<file path="src/rtl/ttt_game_controller.sv">
// Tic-tac-toe turn sequencer: owns the 3x3 grid, alternates players, detects win/draw, keeps scores.
// Optional TTT_WIN_HIGHLIGHT_EN marks the first winning line with code 11 on entry to WIN.
module ttt_game_controller #(
  parameter logic [3:0] RESTART_KEY = 4'd0,
  parameter logic [3:0] SCORE_MAX   = 4'd9
) (
  input  logic       clock,
  input  logic       reset,
  input  logic       key_valid,
  input  logic [3:0] key_code,
  output logic [1:0] a1,
  output logic [1:0] a2,
  output logic [1:0] a3,
  output logic [1:0] a4,
  output logic [1:0] a5,
  output logic [1:0] a6,
  output logic [1:0] a7,
  output logic [1:0] a8,
  output logic [1:0] a9,
  output logic [1:0] turn,
  output logic [1:0] winner,
  output logic       game_over,
  output logic       illegal,
  output logic [3:0] x_score,
  output logic [3:0] o_score
);

  typedef enum logic [1:0] {StPlay, StCheck, StWin, StDraw} state_e;

  localparam logic [1:0] PlayerX = 2'b01;
  localparam logic [1:0] PlayerO = 2'b10;

  state_e          state_q, state_d;
  logic [8:0][1:0] cells_q, cells_d;
  logic [3:0]      move_q, move_d;
  logic [1:0]      turn_q, turn_d;
  logic [1:0]      winner_q, winner_d;
  logic            illegal_q, illegal_d;
  logic [3:0]      x_score_q, x_score_d;
  logic [3:0]      o_score_q, o_score_d;

  logic [8:0] key_hot;
  logic [8:0] empty;
  logic [7:0] line_hit;

  function automatic logic line_eq(input logic [1:0] x, input logic [1:0] y,
                                   input logic [1:0] z);
    return (x != 2'b00) && (x == y) && (y == z);
  endfunction

  always_comb begin
    for (int i = 0; i < 9; i++) begin
      key_hot[i] = (key_code == 4'(i + 1));
      empty[i]   = (cells_q[i] == 2'b00);
    end
  end

  // Line order matters: it is the priority used for highlighting.
  always_comb begin
    line_hit[0] = line_eq(cells_q[0], cells_q[1], cells_q[2]);
    line_hit[1] = line_eq(cells_q[3], cells_q[4], cells_q[5]);
    line_hit[2] = line_eq(cells_q[6], cells_q[7], cells_q[8]);
    line_hit[3] = line_eq(cells_q[0], cells_q[3], cells_q[6]);
    line_hit[4] = line_eq(cells_q[1], cells_q[4], cells_q[7]);
    line_hit[5] = line_eq(cells_q[2], cells_q[5], cells_q[8]);
    line_hit[6] = line_eq(cells_q[0], cells_q[4], cells_q[8]);
    line_hit[7] = line_eq(cells_q[2], cells_q[4], cells_q[6]);
  end

`ifdef TTT_WIN_HIGHLIGHT_EN
  logic [8:0] win_mask;

  always_comb begin
    win_mask = 9'b0;
    if      (line_hit[0]) win_mask = 9'b000000111;
    else if (line_hit[1]) win_mask = 9'b000111000;
    else if (line_hit[2]) win_mask = 9'b111000000;
    else if (line_hit[3]) win_mask = 9'b001001001;
    else if (line_hit[4]) win_mask = 9'b010010010;
    else if (line_hit[5]) win_mask = 9'b100100100;
    else if (line_hit[6]) win_mask = 9'b100010001;
    else if (line_hit[7]) win_mask = 9'b001010100;
  end
`endif

  always_comb begin
    state_d   = state_q;
    cells_d   = cells_q;
    move_d    = move_q;
    turn_d    = turn_q;
    winner_d  = winner_q;
    illegal_d = 1'b0;
    x_score_d = x_score_q;
    o_score_d = o_score_q;
    unique case (state_q)
      StPlay: begin
        if (key_valid) begin
          // key_hot is zero for codes outside 1..9, so those fall through as illegal.
          if ((key_code != RESTART_KEY) && |(key_hot & empty)) begin
            for (int i = 0; i < 9; i++) begin
              if (key_hot[i]) cells_d[i] = turn_q;
            end
            move_d  = move_q + 4'd1;
            state_d = StCheck;
          end else begin
            illegal_d = 1'b1;
          end
        end
      end
      StCheck: begin
        if (|line_hit) begin
          state_d  = StWin;
          winner_d = turn_q;
          turn_d   = 2'b00;
          if (turn_q == PlayerX && x_score_q < SCORE_MAX) x_score_d = x_score_q + 4'd1;
          if (turn_q == PlayerO && o_score_q < SCORE_MAX) o_score_d = o_score_q + 4'd1;
`ifdef TTT_WIN_HIGHLIGHT_EN
          for (int i = 0; i < 9; i++) begin
            if (win_mask[i]) cells_d[i] = 2'b11;
          end
`endif
        end else if (move_q == 4'd9) begin
          state_d  = StDraw;
          winner_d = 2'b00;
          turn_d   = 2'b00;
        end else begin
          turn_d  = (turn_q == PlayerX) ? PlayerO : PlayerX;
          state_d = StPlay;
        end
      end
      StWin, StDraw: begin
        if (key_valid && key_code == RESTART_KEY) begin
          cells_d  = '0;
          move_d   = 4'd0;
          winner_d = 2'b00;
          turn_d   = PlayerX;
          state_d  = StPlay;
        end
      end
      default: state_d = StPlay;
    endcase
  end

  always_ff @(posedge clock or posedge reset) begin
    if (reset) begin
      state_q   <= StPlay;
      cells_q   <= '0;
      move_q    <= 4'd0;
      turn_q    <= PlayerX;
      winner_q  <= 2'b00;
      illegal_q <= 1'b0;
      x_score_q <= 4'd0;
      o_score_q <= 4'd0;
    end else begin
      state_q   <= state_d;
      cells_q   <= cells_d;
      move_q    <= move_d;
      turn_q    <= turn_d;
      winner_q  <= winner_d;
      illegal_q <= illegal_d;
      x_score_q <= x_score_d;
      o_score_q <= o_score_d;
    end
  end

  assign a1        = cells_q[0];
  assign a2        = cells_q[1];
  assign a3        = cells_q[2];
  assign a4        = cells_q[3];
  assign a5        = cells_q[4];
  assign a6        = cells_q[5];
  assign a7        = cells_q[6];
  assign a8        = cells_q[7];
  assign a9        = cells_q[8];
  assign turn      = turn_q;
  assign winner    = winner_q;
  assign game_over = (state_q == StWin) || (state_q == StDraw);
  assign illegal   = illegal_q;
  assign x_score   = x_score_q;
  assign o_score   = o_score_q;

endmodule

</file>
<file path="config.mk">
export PLATFORM = sky130hd
export DESIGN_NAME = ttt_game_controller
export DESIGN_NICKNAME = d
export VERILOG_FILES = /design/src/rtl/ttt_game_controller.sv
export SDC_FILE = /design/constraint.sdc
export NUM_CORES = 1
export LEC_CHECK = 0
export CELL_PAD_IN_SITES_DETAIL_PLACEMENT = 0
export CELL_PAD_IN_SITES_GLOBAL_PLACEMENT = 1
export CORE_ASPECT_RATIO = 0.8
export CORE_MARGIN = 4
export CORE_UTILIZATION = 24
export DETAILED_ROUTE_END_ITERATION = 6
export GPL_TIMING_DRIVEN = 0
export PLACE_DENSITY_LB_ADDON = 0.25
export SETUP_SLACK_MARGIN = 0.3
export SYNTH_ARGS = -nofsm -noshare
export SYNTH_HDL_FRONTEND = slang
export SYNTH_SLANG_ARGS = --single-unit
</file>
<file path="constraint.sdc">
create_clock -name clock -period 3.8 [get_ports clock]
set_clock_uncertainty 0.05 [all_clocks]
set_input_delay 0.57 -clock clock [delete_from_list [all_inputs] [get_ports clock]]
set_output_delay 0.57 -clock clock [all_outputs]
set_load 0.01 [all_outputs]
</file>
After elaboration in Yosys (flattened, before gate mapping) --
Cells that the tools add are included.
Storage, ports and cells: bits in registers 37, latch bits 0, RAM bits 0, memory bits (read-only) 0, output and inout port bits 32, memories 0
Operators by class: add/sub/neg operators 3, multiply operators 0, div/mod/pow operators 0, $lt $le $gt $ge 2, equal/unequal tests 44, shifts and indexed selects 0, muxes and demuxes 34, bitwise logic cells 1, reductions and logical operators 58
Operator list (count):
- 18-bit 2-to-1 mux | 3
- 5-bit AND reduction | 9
- 2-bit 2-to-1 mux | 20
- 18-bit one-hot mux with 2 select lines | 1
- 2-bit equality test | 16
- 2-bit != test (second input constant) | 12
- 1-bit logical AND | 20
- 2-bit logical NOT | 10
- 4-bit by 3-bit equality test with 1-bit output (second input constant) | 4
- 2-bit nonzero test | 7
- 4-bit by 1-bit adder with 4-bit output (second input constant) | 3
- 4-bit equality test (second input constant) | 3
- 4-bit 2-to-1 mux | 3
- 3-bit AND reduction | 4
- 9-bit bitwise AND | 1
- 9-bit OR reduction | 1
- 4-bit by 2-bit equality test with 1-bit output (second input constant) | 2
- 4-bit < comparator (second input constant) | 2
- 2-bit one-hot mux with 2 select lines | 2
- 4-bit one-hot mux with 2 select lines | 1
- 8-bit OR reduction | 1
- 2-bit equality test (second input constant) | 3
- 2-bit one-hot mux with 3 select lines | 1
- 2-bit by 1-bit equality test with 1-bit output (second input constant) | 2
- other kinds (9) | 11

Logic depth before layout (Yosys ltp) --
Gate-level depths: netlist of run 1.
depth in word-level cells 7, mapped depth 8, depth with buffers taken out 6

Worst setup path before layout of run 1 --
No wires, ideal clock.
path type input to register, start point input key_code[0], end point register cells_q, in the netlist a8[1], setup time 121 ps, data arrival time 1998 ps, path slack 1631 ps, stages on the path 8, buffers on the path 2, cell sequence buf_2 -> nor2_1 -> or4b_1 -> o211ai_2 -> o21a_4 -> buf_12 -> o21ai_2 -> a22o_1
On the way: word-level cells in the longest chain between the ends 6, elaborated cells on any way between the ends 19, classes of those cells 12 x eq/ne; 1 x bitwise; 6 x reduce/logical
Ends and longest elaborated chain:
- from (decl) | line 10 | input logic [3:0] key_code,
- 4-bit by 1-bit equality test with 1-bit output (tied with other cells) | line 53 | key_hot[i] = (key_code == 4'(i + 1));
- 9-bit bitwise AND | line 99 | if ((key_code != RESTART_KEY) && |(key_hot & empty)) begin
- 9-bit OR reduction | line 99
- 1-bit logical AND | line 99
- 2-bit != test (no source line)
- 5-bit AND reduction (no source line) *
- to (signal assigned) | line 156 | cells_q <= cells_d;
- to (decl) | line 34 | logic [8:0][1:0] cells_q, cells_d;
Mark *: on every way between the ends. The rest lies on a longest branch, timed or not. A chain may end at the register's enable or synchronous reset.

Final worst setup path of run 1 --
start point input key_code[2], end point register move_q[1]
On the way: word-level cells in the longest chain between the ends 6, elaborated cells on any way between the ends 18, classes of those cells 11 x eq/ne; 1 x bitwise; 6 x reduce/logical
Ends and longest elaborated chain:
- 4-bit by 1-bit equality test with 1-bit output (tied with other cells) | line 53
- 9-bit bitwise AND | line 99
- 9-bit OR reduction | line 99
- 1-bit logical AND | line 99
- 2-bit != test (no source line)
- 4-bit AND reduction (no source line) *
- to (signal assigned) | line 157 | move_q <= move_d;
- to (decl) | line 35 | logic [3:0] move_q, move_d;
Marks and branches as above.

==> metrics.txt, run 1 <==
# TYPE chip_impl_metric gauge
chip_impl_info{name="status",value="complete, no violations"} 1
chip_impl_metric{name="worst_path_required_time",unit="ns"} 3.92
chip_impl_info{name="timing.critical_path.from_type",value="input pin"} 1
chip_impl_metric{name="max_freq",unit="MHz"} 380
chip_impl_metric{name="fillers",unit=""} 968
chip_impl_metric{name="first_iteration_detailed_routing_drc_count",unit=""} 76
chip_impl_metric{name="grt.total_usage",unit="%"} 12.2
chip_impl_metric{name="synth_seq_cells",unit=""} 37
chip_impl_metric{name="htree_levels",unit=""} 2
chip_impl_metric{name="power.static_leakage",unit="nW"} 1.25
chip_impl_metric{name="critical_path_peak_fanout",unit=""} 10
chip_impl_metric{name="route.final.wire_length",unit="mm"} 6.54
chip_impl_metric{name="critPathMaxStageDelay",unit="ns"} 0.57
chip_impl_metric{name="post-cts-setup-buffer-count",unit=""} 0
chip_impl_metric{name="die_h",unit="µm"} 95.7
chip_impl_metric{name="vdd.ir_drop.worst",unit="µV"} 196
chip_impl_metric{name="timing.hold.worst_path_depth",unit=""} 1
chip_impl_metric{name="critical_path_depth",unit=""} 8
chip_impl_metric{name="hold_buffers",unit=""} 0
chip_impl_info{name="critical_path.cell_chain",value="clkdlybuf4s50_1 > nand2b_1 > or4b_1 > o211ai_2 > o21a_4 > buf_12 > nand2_1 > a22o_1"} 1
chip_impl_metric{name="clock_tree_buffer_depth",unit=""} 2
chip_impl_metric{name="syn_nets",unit=""} 255
chip_impl_metric{name="max_slew_vio_count",unit=""} 0
chip_impl_metric{name="tightestPinTransition",unit="ns"} 0.818
chip_impl_metric{name="number_of_global_route_vias_before_repair",unit=""} 1998
chip_impl_metric{name="core.rowCount",unit=""} 31
chip_impl_metric{name="via_per_inst",unit=""} 5.07
chip_impl_info{name="tritoncts_clock_tree",value="yes"} 1
chip_impl_metric{name="syn-cell-area",unit="mm²"} 0.00231
chip_impl_metric{name="routed_wire_length_per_instance",unit="µm"} 16.3
chip_impl_metric{name="port-buffer-count",unit=""} 36
chip_impl_metric{name="place.gp.congestion",unit=""} 0.736
chip_impl_metric{name="clkSinkCount",unit=""} 37
chip_impl_info{name="setup.worst_path.class",value="input pin to flop"} 1
chip_impl_metric{name="drt_pre_antenna_iters",unit=""} 4
chip_impl_metric{name="powerDensity",unit="mW/mm²"} 699
chip_impl_metric{name="worst_setup_slack_after_layout",unit="ns"} 1.17
chip_impl_metric{name="clk_pin_slew_worst_paths",unit="ns"} 0.06
chip_impl_metric{name="floorplan.io_pins",unit=""} 39
chip_impl_metric{name="synth-async-reset-ratio",unit="%"} 100
chip_impl_metric{name="multiInputGateArea",unit="mm²"} 0.00126
chip_impl_metric{name="synth_area_per_cell",unit="µm²"} 9.54
chip_impl_metric{name="floorplan.initialDensity",unit="%"} 25.0
chip_impl_metric{name="insertion_delay",unit="ns"} 0.28
chip_impl_metric{name="timing.final.crit_share",unit="%"} 69.2
chip_impl_metric{name="worst_ep_arrival_time",unit="ns"} 2.75
chip_impl_metric{name="synth_seq_area_share",unit="%"} 40.1
chip_impl_metric{name="grt_start_max_net_pins",unit=""} 38
chip_impl_metric{name="synthDominantCellAreaShare",unit="%"} 39.0
chip_impl_metric{name="setup_viol_count_final",unit=""} 0
chip_impl_info{name="ys_dominant_reg_cell",value="sky130_fd_sc_hd__dfrtp_1"} 1
chip_impl_metric{name="final_core_utilization",unit="%"} 32.1
chip_impl_metric{name="wire_length_of_the_first_global_routing_pass",unit="mm"} 11.0
chip_impl_metric{name="areaGrowthSynthToFinish",unit="%"} 28.2
chip_impl_metric{name="timing.final.hold_violations",unit=""} 0
chip_impl_metric{name="design.die.area",unit="mm²"} 0.0113
chip_impl_metric{name="synth-edff-count",unit=""} 0
chip_impl_metric{name="worst_r2r_path_depth",unit=""} 7
chip_impl_info{name="hold_path_class",value="flop to flop"} 1
chip_impl_metric{name="route.antenna.remaining_nets",unit=""} 0
chip_impl_info{name="crit_path_leading_delay_family",value="simple AND/OR/NAND/NOR gates"} 1
chip_impl_metric{name="design_power_total",unit="mW"} 2.07
chip_impl_metric{name="gate_count_of_the_mapped_netlist",unit=""} 242
chip_impl_metric{name="drv.max_cap_violation_count",unit=""} 0
chip_impl_metric{name="layout_min_cycle_time",unit="ns"} 2.63
chip_impl_metric{name="setup-tns-final",unit="ns"} 0
chip_impl_metric{name="grt_overflow_total",unit=""} 0
chip_impl_metric{name="critical_path.n_buffers_inverters",unit=""} 2
chip_impl_info{name="ys_top_cells_by_area",value="sky130_fd_sc_hd__dfrtp_1, sky130_fd_sc_hd__a22o_1, sky130_fd_sc_hd__o21ai_2, sky130_fd_sc_hd__ha_1, sky130_fd_sc_hd__nand3_1"} 1
chip_impl_metric{name="core_region_area",unit="mm²"} 0.00923
chip_impl_metric{name="vias",unit=""} 2034
chip_impl_metric{name="place_worst_setup_slack",unit="ns"} 0.899
chip_impl_info{name="slowest_stage",value="sky130_fd_sc_hd__clkdlybuf4s50_1"} 1
chip_impl_metric{name="postCtsResizedCells",unit=""} 0
chip_impl_metric{name="synth-warning-count",unit=""} 0
chip_impl_metric{name="fp.dieW",unit="µm"} 118
chip_impl_metric{name="n_antenna_cell",unit=""} 0
chip_impl_metric{name="slew_headroom",unit="%"} 45.4
chip_impl_metric{name="initial_antenna_violation_count",unit=""} 0
chip_impl_info{name="unrepaired_setup_endpoints_after_global_routing",value="no"} 1
chip_impl_metric{name="number_of_cts_inserted_buffers",unit=""} 5
chip_impl_info{name="synth_top_cell_by_area",value="sky130_fd_sc_hd__dfrtp_1"} 1
chip_impl_metric{name="hpwl",unit="mm"} 4.75
chip_impl_metric{name="share_of_layout_cells_above_drive_strength_1",unit="%"} 15.0
chip_impl_info{name="cts_root_buffer",value="sky130_fd_sc_hd__clkbuf_16"} 1
chip_impl_metric{name="post_synth_num_cell_types",unit=""} 51
chip_impl_metric{name="finish.net_count",unit=""} 298
chip_impl_metric{name="hold_ws",unit="ns"} 0.449
chip_impl_metric{name="register_area",unit="µm²"} 927
chip_impl_metric{name="drc",unit=""} 0
chip_impl_info{name="critPathCaptureType",value="flop"} 1
cell usage after synthesis (2+ instances only):
master,count
sky130_fd_sc_hd__buf_4,2
sky130_fd_sc_hd__mux2_2,4
sky130_fd_sc_hd__ha_1,6
sky130_fd_sc_hd__nor2_1,17
sky130_fd_sc_hd__nand3_1,14
sky130_fd_sc_hd__inv_1,9
sky130_fd_sc_hd__o21bai_1,4
sky130_fd_sc_hd__o211ai_1,4
sky130_fd_sc_hd__a21o_1,2
sky130_fd_sc_hd__buf_2,7
sky130_fd_sc_hd__and4bb_2,3
sky130_fd_sc_hd__nor2b_1,6
sky130_fd_sc_hd__nand2_1,13
sky130_fd_sc_hd__a31oi_1,2
sky130_fd_sc_hd__clkbuf_1,3
sky130_fd_sc_hd__nor3_1,4
sky130_fd_sc_hd__and2_1,2
sky130_fd_sc_hd__o21ai_2,9
sky130_fd_sc_hd__a22o_1,17
sky130_fd_sc_hd__nor4_1,3
sky130_fd_sc_hd__nor4b_1,2
sky130_fd_sc_hd__nand2b_1,7
sky130_fd_sc_hd__or4b_1,2
sky130_fd_sc_hd__xnor2_1,4
sky130_fd_sc_hd__o31a_1,2
sky130_fd_sc_hd__o21ai_1,2
sky130_fd_sc_hd__dfrtp_1,36
sky130_fd_sc_hd__nor3b_1,3
sky130_fd_sc_hd__or3_1,11
sky130_fd_sc_hd__o21ai_0,14
sky130_fd_sc_hd__a21oi_1,7
sky130_fd_sc_hd__a22oi_1,2
report_power, final:
part / leakage (nW) / internal, mW / switching [mW]
combinational: 0.680 / 0.479 / 0.476
sequential: 0.495 / 0.515 / 0.178
clock: 0.0712 / 0.262 / 0.158
total: 1.25 / 1.26 / 0.813
path summary, 6_finish.rpt:
| path | slack (ns) | to | from |
|---|---|---|---|
| max | 1.17 | move_q[1] | key_code[2] |
| min | 0.45 | o_score[3] | o_score[3] |
| max reg2reg | 1.55 | o_score[1] | a3[0] |
| min reg2reg | 0.45 | o_score[3] | o_score[3] |
| max in group asynchronous | 2.45 | a6[0] | reset |
| min in group asynchronous | 0.73 | a3[0] | reset |
logic make-up (layout without fill, tap and decap cells):
family                     count (synthesis)  count (layout)  share of synthesized area, %
DFF                                       37              37                          40.1
xor gates and xnor gates                   4               4                          1.52
and+or+nand+nor                           95              95                          23.9
adders and majority gates                  6               6                          3.25
muxes                                      6               6                          3.09
buffers and inverters                     23              67                          5.20
AOI/OAI and AO/OA                         71              71                          22.9
cells in the final DEF (no fill, tap or decap), types with 3 or more instances in the layout:
cell type / netlist / layout
sky130_fd_sc_hd__xnor2_1: 4 / 4
sky130_fd_sc_hd__nor3b_1: 3 / 3
sky130_fd_sc_hd__a22o_1: 17 / 17
sky130_fd_sc_hd__nor4_1: 3 / 3
sky130_fd_sc_hd__o21ai_2: 9 / 9
sky130_fd_sc_hd__nand2_1: 13 / 13
sky130_fd_sc_hd__inv_1: 9 / 8
sky130_fd_sc_hd__buf_2: 7 / 7
sky130_fd_sc_hd__a21oi_1: 7 / 7
sky130_fd_sc_hd__dfrtp_1: 36 / 36
sky130_fd_sc_hd__nand2b_1: 7 / 7
sky130_fd_sc_hd__or3_1: 11 / 11
sky130_fd_sc_hd__clkdlybuf4s50_1: 0 / 36
sky130_fd_sc_hd__nor2_1: 17 / 17
sky130_fd_sc_hd__clkbuf_1: 3 / 5
sky130_fd_sc_hd__ha_1: 6 / 6
sky130_fd_sc_hd__nor2b_1: 6 / 6
sky130_fd_sc_hd__nand3_1: 14 / 14
sky130_fd_sc_hd__mux2_2: 4 / 4
sky130_fd_sc_hd__o21ai_0: 14 / 14
sky130_fd_sc_hd__o21bai_1: 4 / 4
sky130_fd_sc_hd__and4bb_2: 3 / 3
sky130_fd_sc_hd__clkbuf_16: 0 / 5
sky130_fd_sc_hd__o211ai_1: 4 / 4
sky130_fd_sc_hd__nor3_1: 4 / 4
per-layer routing:
layer  wire (µm)  part of all wire [%]  GRT usage [%]  vias up
met5           0                     0              0        -
met4          81                   1.2           3.51        0
met3         246                   3.8           3.06        6
met2        2880                    44           18.8       31
met1        3330                    51           17.0     1018
li1            -                     -              -      979
through the flow:
stage          cell area, µm²  std cells
2_1_floorplan            2310        242
3_3_place_gp             2810        393
3_5_place_dp             2810        393
4_1_cts                  2960        401
5_1_grt                  2960        401
6_report                 2960        401
final cells by class:
class	count	share of cell area, %
inverter	9	1.14
timing repair buffer	36	12.2
tap	115	4.86
multi-input combinational	182	42.6
sequential	37	31.3
buffer	14	2.92
clock buffer	8	4.95
(Power assumes the default switching activity.)
==> run 2: changes to the inputs <==
==> constraint.sdc (replaced) <==
create_clock -name clock -period 2.5 [get_ports clock]
set_clock_uncertainty 0.05 [all_clocks]
set_input_delay 0.375 -clock clock [delete_from_list [all_inputs] [get_ports clock]]
set_output_delay 0.375 -clock clock [all_outputs]
set_load 0.01 [all_outputs]
==> run 2 against run 1 <==
  * Sequential power grew 53%
  * Sequential share of layout area shrank 1.1 points
  * Critical path depth is the same
  * Largest power group unchanged
==> metrics.txt, run 2 (synthesis gave the netlist of run 1 again) <==
# TYPE chip_impl_metric gauge
chip_impl_info{name="status",value="complete, no violations"} 1
chip_impl_metric{name="route.final.wire_length",unit="mm"} 7.08
chip_impl_metric{name="register_area",unit="µm²"} 941
chip_impl_metric{name="worst_ep_arrival_time",unit="ns"} 2.26
chip_impl_metric{name="max_freq",unit="MHz"} 468
chip_impl_metric{name="design_power_total",unit="mW"} 3.30
chip_impl_metric{name="n_antenna_cell",unit=""} 0
chip_impl_metric{name="clk_pin_slew_worst_paths",unit="ns"} 0.06
chip_impl_metric{name="power.static_leakage",unit="nW"} 1.30
chip_impl_metric{name="routed_wire_length_per_instance",unit="µm"} 17.2
chip_impl_metric{name="core_region_area",unit="mm²"} 0.00923
chip_impl_metric{name="powerDensity",unit="mW/mm²"} 1060
chip_impl_metric{name="insertion_delay",unit="ns"} 0.28
chip_impl_metric{name="wire_length_of_the_first_global_routing_pass",unit="mm"} 11.4
chip_impl_info{name="hold_path_class",value="flop to flop"} 1
chip_impl_metric{name="finish.net_count",unit=""} 308
chip_impl_metric{name="grt_overflow_total",unit=""} 0
chip_impl_metric{name="floorplan.initialDensity",unit="%"} 25.0
chip_impl_metric{name="core.rowCount",unit=""} 31
chip_impl_metric{name="vias",unit=""} 2083
chip_impl_info{name="unrepaired_setup_endpoints_after_global_routing",value="yes"} 1
chip_impl_metric{name="grt_start_max_net_pins",unit=""} 38
chip_impl_metric{name="final_core_utilization",unit="%"} 33.7
chip_impl_metric{name="via_per_inst",unit=""} 5.07
chip_impl_info{name="tritoncts_clock_tree",value="yes"} 1
chip_impl_info{name="layout_common_cells",value="sky130_fd_sc_hd__clkdlybuf4s50_1, sky130_fd_sc_hd__dfrtp_1, sky130_fd_sc_hd__nor2_1, sky130_fd_sc_hd__a22o_1"} 1
chip_impl_metric{name="hpwl",unit="mm"} 4.75
chip_impl_metric{name="critical_path_peak_fanout",unit=""} 10
chip_impl_metric{name="first_iteration_detailed_routing_drc_count",unit=""} 81
chip_impl_metric{name="worst_setup_slack_after_layout",unit="ns"} 0.362
chip_impl_metric{name="numPlacedInstances",unit=""} 393
chip_impl_metric{name="htree_levels",unit=""} 2
chip_impl_metric{name="post_layout_instance_area",unit="mm²"} 0.00311
chip_impl_metric{name="clkSinkCount",unit=""} 37
chip_impl_metric{name="timing.final.hold_violations",unit=""} 0
chip_impl_metric{name="dpl_cell_area",unit="mm²"} 0.00281
chip_impl_metric{name="share_of_layout_cells_above_drive_strength_1",unit="%"} 25.0
chip_impl_info{name="setup.worst_path.class",value="input pin to flop"} 1
chip_impl_info{name="critPathCaptureType",value="flop"} 1
chip_impl_metric{name="drt_pre_antenna_iters",unit=""} 4
chip_impl_metric{name="timing.hold.worst_path_depth",unit=""} 1
chip_impl_info{name="regToRegStartpoint",value="a5[0]"} 1
chip_impl_info{name="timing.hold.worst_endpoint",value="x_score[3]"} 1
chip_impl_metric{name="timing.final.crit_share",unit="%"} 85.5
chip_impl_metric{name="multiInputGateArea",unit="mm²"} 0.00134
chip_impl_metric{name="slew_headroom",unit="%"} 46.0
chip_impl_metric{name="fillers",unit=""} 958
chip_impl_metric{name="floorplan.io_pins",unit=""} 39
chip_impl_metric{name="place.gp.congestion",unit=""} 0.736
chip_impl_metric{name="layout_min_cycle_time",unit="ns"} 2.14
chip_impl_info{name="layout.cells.most_common",value="sky130_fd_sc_hd__clkdlybuf4s50_1"} 1
chip_impl_metric{name="clock_tree_buffer_depth",unit=""} 2
chip_impl_metric{name="place_worst_setup_slack",unit="ns"} -0.206
chip_impl_metric{name="max_slew_vio_count",unit=""} 0
chip_impl_metric{name="worst-r2r-setup-slack",unit="ns"} 0.38
chip_impl_info{name="timing.critical_path.from_type",value="input pin"} 1
chip_impl_metric{name="setup_viol_count_final",unit=""} 0
chip_impl_metric{name="fp.dieW",unit="µm"} 118
chip_impl_info{name="hp-start",value="x_score[3]"} 1
chip_impl_metric{name="grt.total_usage",unit="%"} 12.8
chip_impl_metric{name="port-buffer-count",unit=""} 36
chip_impl_metric{name="drv.max_cap_violation_count",unit=""} 0
chip_impl_metric{name="number_of_cts_inserted_buffers",unit=""} 5
chip_impl_metric{name="worst_r2r_path_depth",unit=""} 7
chip_impl_metric{name="vdd.ir_drop.worst",unit="µV"} 301
chip_impl_metric{name="worst_path_required_time",unit="ns"} 2.62
chip_impl_metric{name="initial_antenna_violation_count",unit=""} 0
chip_impl_metric{name="tightestPinTransition",unit="ns"} 0.809
chip_impl_metric{name="drc",unit=""} 0
chip_impl_metric{name="route.antenna.remaining_nets",unit=""} 0
chip_impl_info{name="regToRegEndpoint",value="move_q[1]"} 1
chip_impl_metric{name="die_h",unit="µm"} 95.7
chip_impl_metric{name="areaGrowthSynthToFinish",unit="%"} 34.8
chip_impl_metric{name="design.die.area",unit="mm²"} 0.0113
chip_impl_metric{name="instances_no_fill",unit=""} 411
chip_impl_metric{name="number_of_global_route_vias_before_repair",unit=""} 2029
chip_impl_info{name="cts_root_buffer",value="sky130_fd_sc_hd__clkbuf_16"} 1
[run 2: cell count changes in the layout (fill, tap and decap cells not counted), moves of 2 or more]
| cell | previous run | this run |
|---|---|---|
| sky130_fd_sc_hd__o21ai_0 | 14 | 8 |
| sky130_fd_sc_hd__o21ai_2 | 9 | 15 |
| sky130_fd_sc_hd__a22oi_2 | 0 | 2 |
| sky130_fd_sc_hd__a22oi_1 | 2 | 0 |
| sky130_fd_sc_hd__dfrtp_2 | 0 | 11 |
| sky130_fd_sc_hd__buf_4 | 2 | 10 |
| sky130_fd_sc_hd__clkdlybuf4s50_1 | 36 | 34 |
| sky130_fd_sc_hd__dfrtp_1 | 36 | 25 |
[run 2: cell type report]
type	count	share of cell area (%)
flip-flops and latches	37	30.2
multi-input cells	184	43.1
inverters	9	1.08
clock buffers	8	4.70
plain buffers	14	2.81
repair buffers	44	13.5
well taps	115	4.62
[run 2: how the worst max path moves through the flow]
stage,cells past startpoint,start,end
after floorplan,7,a3[0],o_score[1]
after global placement,8,key_code[2],move_q[1]
after detailed placement,8,key_code[2],move_q[1]
after CTS,7,a5[0],move_q[1]
after global routing,8,key_code[2],move_q[1]
final,8,key_code[2],move_q[1]
[run 2: routing by layer]
| metal | part of all wire (%) | track usage, % | vias to the layer above |
|---|---|---|---|
| met1 | 50 | 17.7 | 1047 |
| met5 | 0 | 0 | - |
| met2 | 45 | 20.0 | 30 |
| li1 | - | - | 1002 |
| met3 | 3.2 | 3.06 | 4 |
| met4 | 0.83 | 3.51 | 0 |
[run 2: what timing repair did]
| action | in CTS | in global routing |
|---|---|---|
| resized for setup | 12 | 24 |
| hold buffers | 0 | 0 |
| setup endpoints to repair | 25 | 24 |
| pin swaps | 2 | 7 |
| buffers inserted | 2 | 6 |
| cloned | 1 | 1 |
[run 2: stage by stage]
stage          setup TNS (ns)  hold slack, ns
6_report                    0           0.463
5_1_grt                     0           0.488
4_1_cts                     0           0.463
3_5_place_dp            -2.82           0.446
3_3_place_gp            -3.04           0.449
2_1_floorplan               0           0.473
[run 2: report_power, final]
group	internal [mW]	switching, mW
sequential	0.796	0.267
clock	0.398	0.243
combinational	0.799	0.793
[run 2: critical path: stages]
cell and delay, ns:
sky130_fd_sc_hd__clkdlybuf4s15_1 0.33, sky130_fd_sc_hd__nand2b_4 0.23, sky130_fd_sc_hd__or4b_1 0.53, sky130_fd_sc_hd__o211ai_2 0.10
sky130_fd_sc_hd__o21a_4 0.21, sky130_fd_sc_hd__buf_12 0.15, sky130_fd_sc_hd__nand2_1 0.09, sky130_fd_sc_hd__a22o_1 0.25
==> run 3: changes to the inputs <==
--- a/config.mk
+++ b/config.mk
@@ -11,7 +11,6 @@
 export CORE_MARGIN = 4
 export CORE_UTILIZATION = 24
 export DETAILED_ROUTE_END_ITERATION = 6
-export GPL_TIMING_DRIVEN = 0
 export PLACE_DENSITY_LB_ADDON = 0.25
 export SETUP_SLACK_MARGIN = 0.3
 export SYNTH_ARGS = -nofsm -noshare
==> constraint.sdc (replaced) <==
create_clock -name clock -period 2.75 [get_ports clock]
set_clock_uncertainty 0.05 [all_clocks]
set_input_delay 0.4125 -clock clock [delete_from_list [all_inputs] [get_ports clock]]
set_output_delay 0.4125 -clock clock [all_outputs]
set_load 0.01 [all_outputs]
==> run 3 against run 2 <==
  * Utilization shrank 1.5 points
  * First-iteration DRC count rose by 42%
  * Die area unchanged
  * Sequential power shrank 4%
  * Sequential share of layout area rose by 0.96 points
  * Power shrank 16%
  * Critical path depth is 1 lower
  * Wire length fell by 5.3%
  * Largest power group unchanged
  * Combinational power down 23%
  * Highest routed layer unchanged
==> metrics.txt, run 3 (synthesis gave the netlist of run 1 again) <==
# TYPE chip_impl_metric gauge
chip_impl_metric{name="power.static_leakage",unit="nW"} 1.26
chip_impl_info{name="slowest_stage",value="sky130_fd_sc_hd__clkdlybuf4s50_1"} 1
chip_impl_metric{name="worst_ep_arrival_time",unit="ns"} 2.47
chip_impl_metric{name="wire_length_of_the_first_global_routing_pass",unit="mm"} 11.1
chip_impl_metric{name="worst_r2r_path_depth",unit=""} 6
chip_impl_metric{name="floorplan.io_pins",unit=""} 39
chip_impl_metric{name="routed_wire_length_per_instance",unit="µm"} 16.9
chip_impl_metric{name="timing.final.crit_share",unit="%"} 83.8
chip_impl_metric{name="n_antenna_cell",unit=""} 0
chip_impl_metric{name="worst-r2r-setup-slack",unit="ns"} 0.49
chip_impl_metric{name="max_slew_vio_count",unit=""} 0
chip_impl_metric{name="timing.hold.worst_path_depth",unit=""} 1
chip_impl_metric{name="initial_antenna_violation_count",unit=""} 0
chip_impl_metric{name="worst_setup_slack_after_layout",unit="ns"} 0.446
chip_impl_metric{name="fillers",unit=""} 951
chip_impl_metric{name="grt.total_usage",unit="%"} 12.4
chip_impl_metric{name="setup-tns-final",unit="ns"} 0
chip_impl_metric{name="grt_overflow_total",unit=""} 0
chip_impl_metric{name="number_of_global_route_vias_before_repair",unit=""} 1984
chip_impl_metric{name="first_iteration_detailed_routing_drc_count",unit=""} 115
chip_impl_metric{name="drc",unit=""} 0
chip_impl_metric{name="drv.max_cap_violation_count",unit=""} 0
chip_impl_metric{name="place_worst_setup_slack",unit="ns"} -0.0309
chip_impl_metric{name="design.die.area",unit="mm²"} 0.0113
chip_impl_info{name="status",value="complete, no violations"} 1
chip_impl_metric{name="critical_path_depth",unit=""} 7
chip_impl_metric{name="core.rowCount",unit=""} 31
chip_impl_metric{name="fp.dieW",unit="µm"} 118
chip_impl_metric{name="finish.net_count",unit=""} 295
chip_impl_metric{name="drt_pre_antenna_iters",unit=""} 4
chip_impl_metric{name="htree_levels",unit=""} 2
chip_impl_metric{name="register_area",unit="µm²"} 927
chip_impl_metric{name="hpwl",unit="mm"} 4.88
chip_impl_metric{name="clk_pin_slew_worst_paths",unit="ns"} 0.06
chip_impl_info{name="layout_common_cells",value="sky130_fd_sc_hd__dfrtp_1, sky130_fd_sc_hd__clkdlybuf4s50_1, sky130_fd_sc_hd__a22o_1"} 1
chip_impl_info{name="unrepaired_setup_endpoints_after_global_routing",value="no"} 1
chip_impl_metric{name="setup_viol_count_final",unit=""} 0
chip_impl_metric{name="clkSinkCount",unit=""} 37
chip_impl_metric{name="hold_buffers",unit=""} 0
chip_impl_metric{name="port-buffer-count",unit=""} 38
chip_impl_info{name="critical_path.cell_chain",value="clkdlybuf4s50_1 > or4b_1 > o31a_1 > o211ai_2 > o21a_4 > and2_2 > a22o_1"} 1
chip_impl_metric{name="critical_path_peak_fanout",unit=""} 16
chip_impl_metric{name="multiInputGateArea",unit="mm²"} 0.00127
chip_impl_info{name="timing.critical_path.from_type",value="input pin"} 1
chip_impl_metric{name="critPathMaxStageDelay",unit="ns"} 0.50
chip_impl_info{name="setup.worst_path.class",value="input pin to flop"} 1
chip_impl_metric{name="core_region_area",unit="mm²"} 0.00923
chip_impl_metric{name="grt_start_max_net_pins",unit=""} 38
chip_impl_metric{name="vdd.ir_drop.worst",unit="µV"} 283
chip_impl_info{name="crit_path_leading_delay_family",value="compound AO/OA/AOI/OAI gates"} 1
chip_impl_metric{name="critical_path.n_buffers_inverters",unit=""} 1
chip_impl_metric{name="route.final.wire_length",unit="mm"} 6.71
chip_impl_metric{name="vias",unit=""} 1979
chip_impl_metric{name="clock_tree_buffer_depth",unit=""} 2
chip_impl_info{name="critPathCaptureType",value="flop"} 1
chip_impl_metric{name="via_per_inst",unit=""} 4.97
chip_impl_metric{name="floorplan.initialDensity",unit="%"} 25.0
chip_impl_metric{name="number_of_cts_inserted_buffers",unit=""} 5
chip_impl_metric{name="powerDensity",unit="mW/mm²"} 936
chip_impl_metric{name="share_of_layout_cells_above_drive_strength_1",unit="%"} 16.3
chip_impl_info{name="tritoncts_clock_tree",value="yes"} 1
chip_impl_info{name="cts_root_buffer",value="sky130_fd_sc_hd__clkbuf_16"} 1
chip_impl_metric{name="route.antenna.remaining_nets",unit=""} 0
chip_impl_metric{name="slew_headroom",unit="%"} 53.5
chip_impl_metric{name="worst_path_required_time",unit="ns"} 2.91
chip_impl_metric{name="layout_min_cycle_time",unit="ns"} 2.30
chip_impl_metric{name="max_freq",unit="MHz"} 434
chip_impl_info{name="hold_path_class",value="flop to flop"} 1
chip_impl_metric{name="tightestPinTransition",unit="ns"} 0.680
chip_impl_metric{name="place.gp.congestion",unit=""} 0.761
chip_impl_metric{name="die_h",unit="µm"} 95.7
chip_impl_metric{name="areaGrowthSynthToFinish",unit="%"} 28.8
chip_impl_metric{name="insertion_delay",unit="ns"} 0.28
chip_impl_metric{name="timing.final.hold_violations",unit=""} 0
## run 3: cell count changes in the layout (fill, tap and decap cells not counted), moves of 4 or more
cell / delta
sky130_fd_sc_hd__dfrtp_2: -11
sky130_fd_sc_hd__o21ai_0: +6
sky130_fd_sc_hd__o21ai_2: -6
sky130_fd_sc_hd__dfrtp_1: +11
sky130_fd_sc_hd__buf_2: -7
sky130_fd_sc_hd__clkbuf_1: -4
## run 3: worst paths after layout
check | to | startpoint
hold / removal | o_score[3] | o_score[3]
min in group asynchronous | a7[0] | reset
max in group asynchronous | turn[0] | reset
hold reg to reg | o_score[3] | o_score[3]
setup reg to reg | x_score[1] | a3[0]
setup / recovery | a9[0] | key_code[3]
## run 3: routing by layer
layer	wire (µm)	share of wire [%]	global-route usage, %
met5	0	0	0
met4	70	1.0	3.80
met3	283	4.2	2.00
met2	2890	43	20.1
met1	3460	52	17.2
## run 3: stage by stage
step           power (mW)  hold WS (ns)  util [%]  area, µm²  std cells
2_1_floorplan        1.74         0.473         -       2310        242
3_3_place_gp         2.25         0.445      30.5       2820        390
3_5_place_dp         2.25         0.448      30.5       2820        390
4_1_cts              2.81         0.462      32.1       2960        398
5_1_grt              3.00         0.479      32.2       2970        398
6_report             2.78         0.455      32.2       2970        398
## run 3: power breakdown
group	switching (mW)	leakage [nW]	internal, mW	total, mW
Combinational	0.590	0.693	0.626	1.22
Clock	0.218	0.0696	0.332	0.550
Sequential	0.308	0.495	0.710	1.02
Total	1.12	1.26	1.67	2.78
## run 3: worst reg2reg max path: stages, from the launching register on
cell and delay, ns:
sky130_fd_sc_hd__dfrtp_1 0.50, sky130_fd_sc_hd__or3_1 0.41, sky130_fd_sc_hd__a22oi_1 0.27, sky130_fd_sc_hd__o21ai_0 0.16, sky130_fd_sc_hd__nand4_2 0.28, sky130_fd_sc_hd__o21ai_2 0.15
sky130_fd_sc_hd__mux2_1 0.32
## run 3: area by class of cell
class                      count  share of cell area, %
clock buffer                   5                   4.21
timing repair buffer          47                   15.2
sequential                    37                   31.2
clock inverter                 3                  0.589
multi-input combinational    182                   42.8
inverter                       9                   1.14
tap                          115                   4.84
## run 3: what timing repair did
action	in CTS	in global routing
hold endpoints to repair	0	0
buffers inserted	0	0
endpoints found under the setup margin	9	22
pin swaps	0	0
resized for setup	2	4
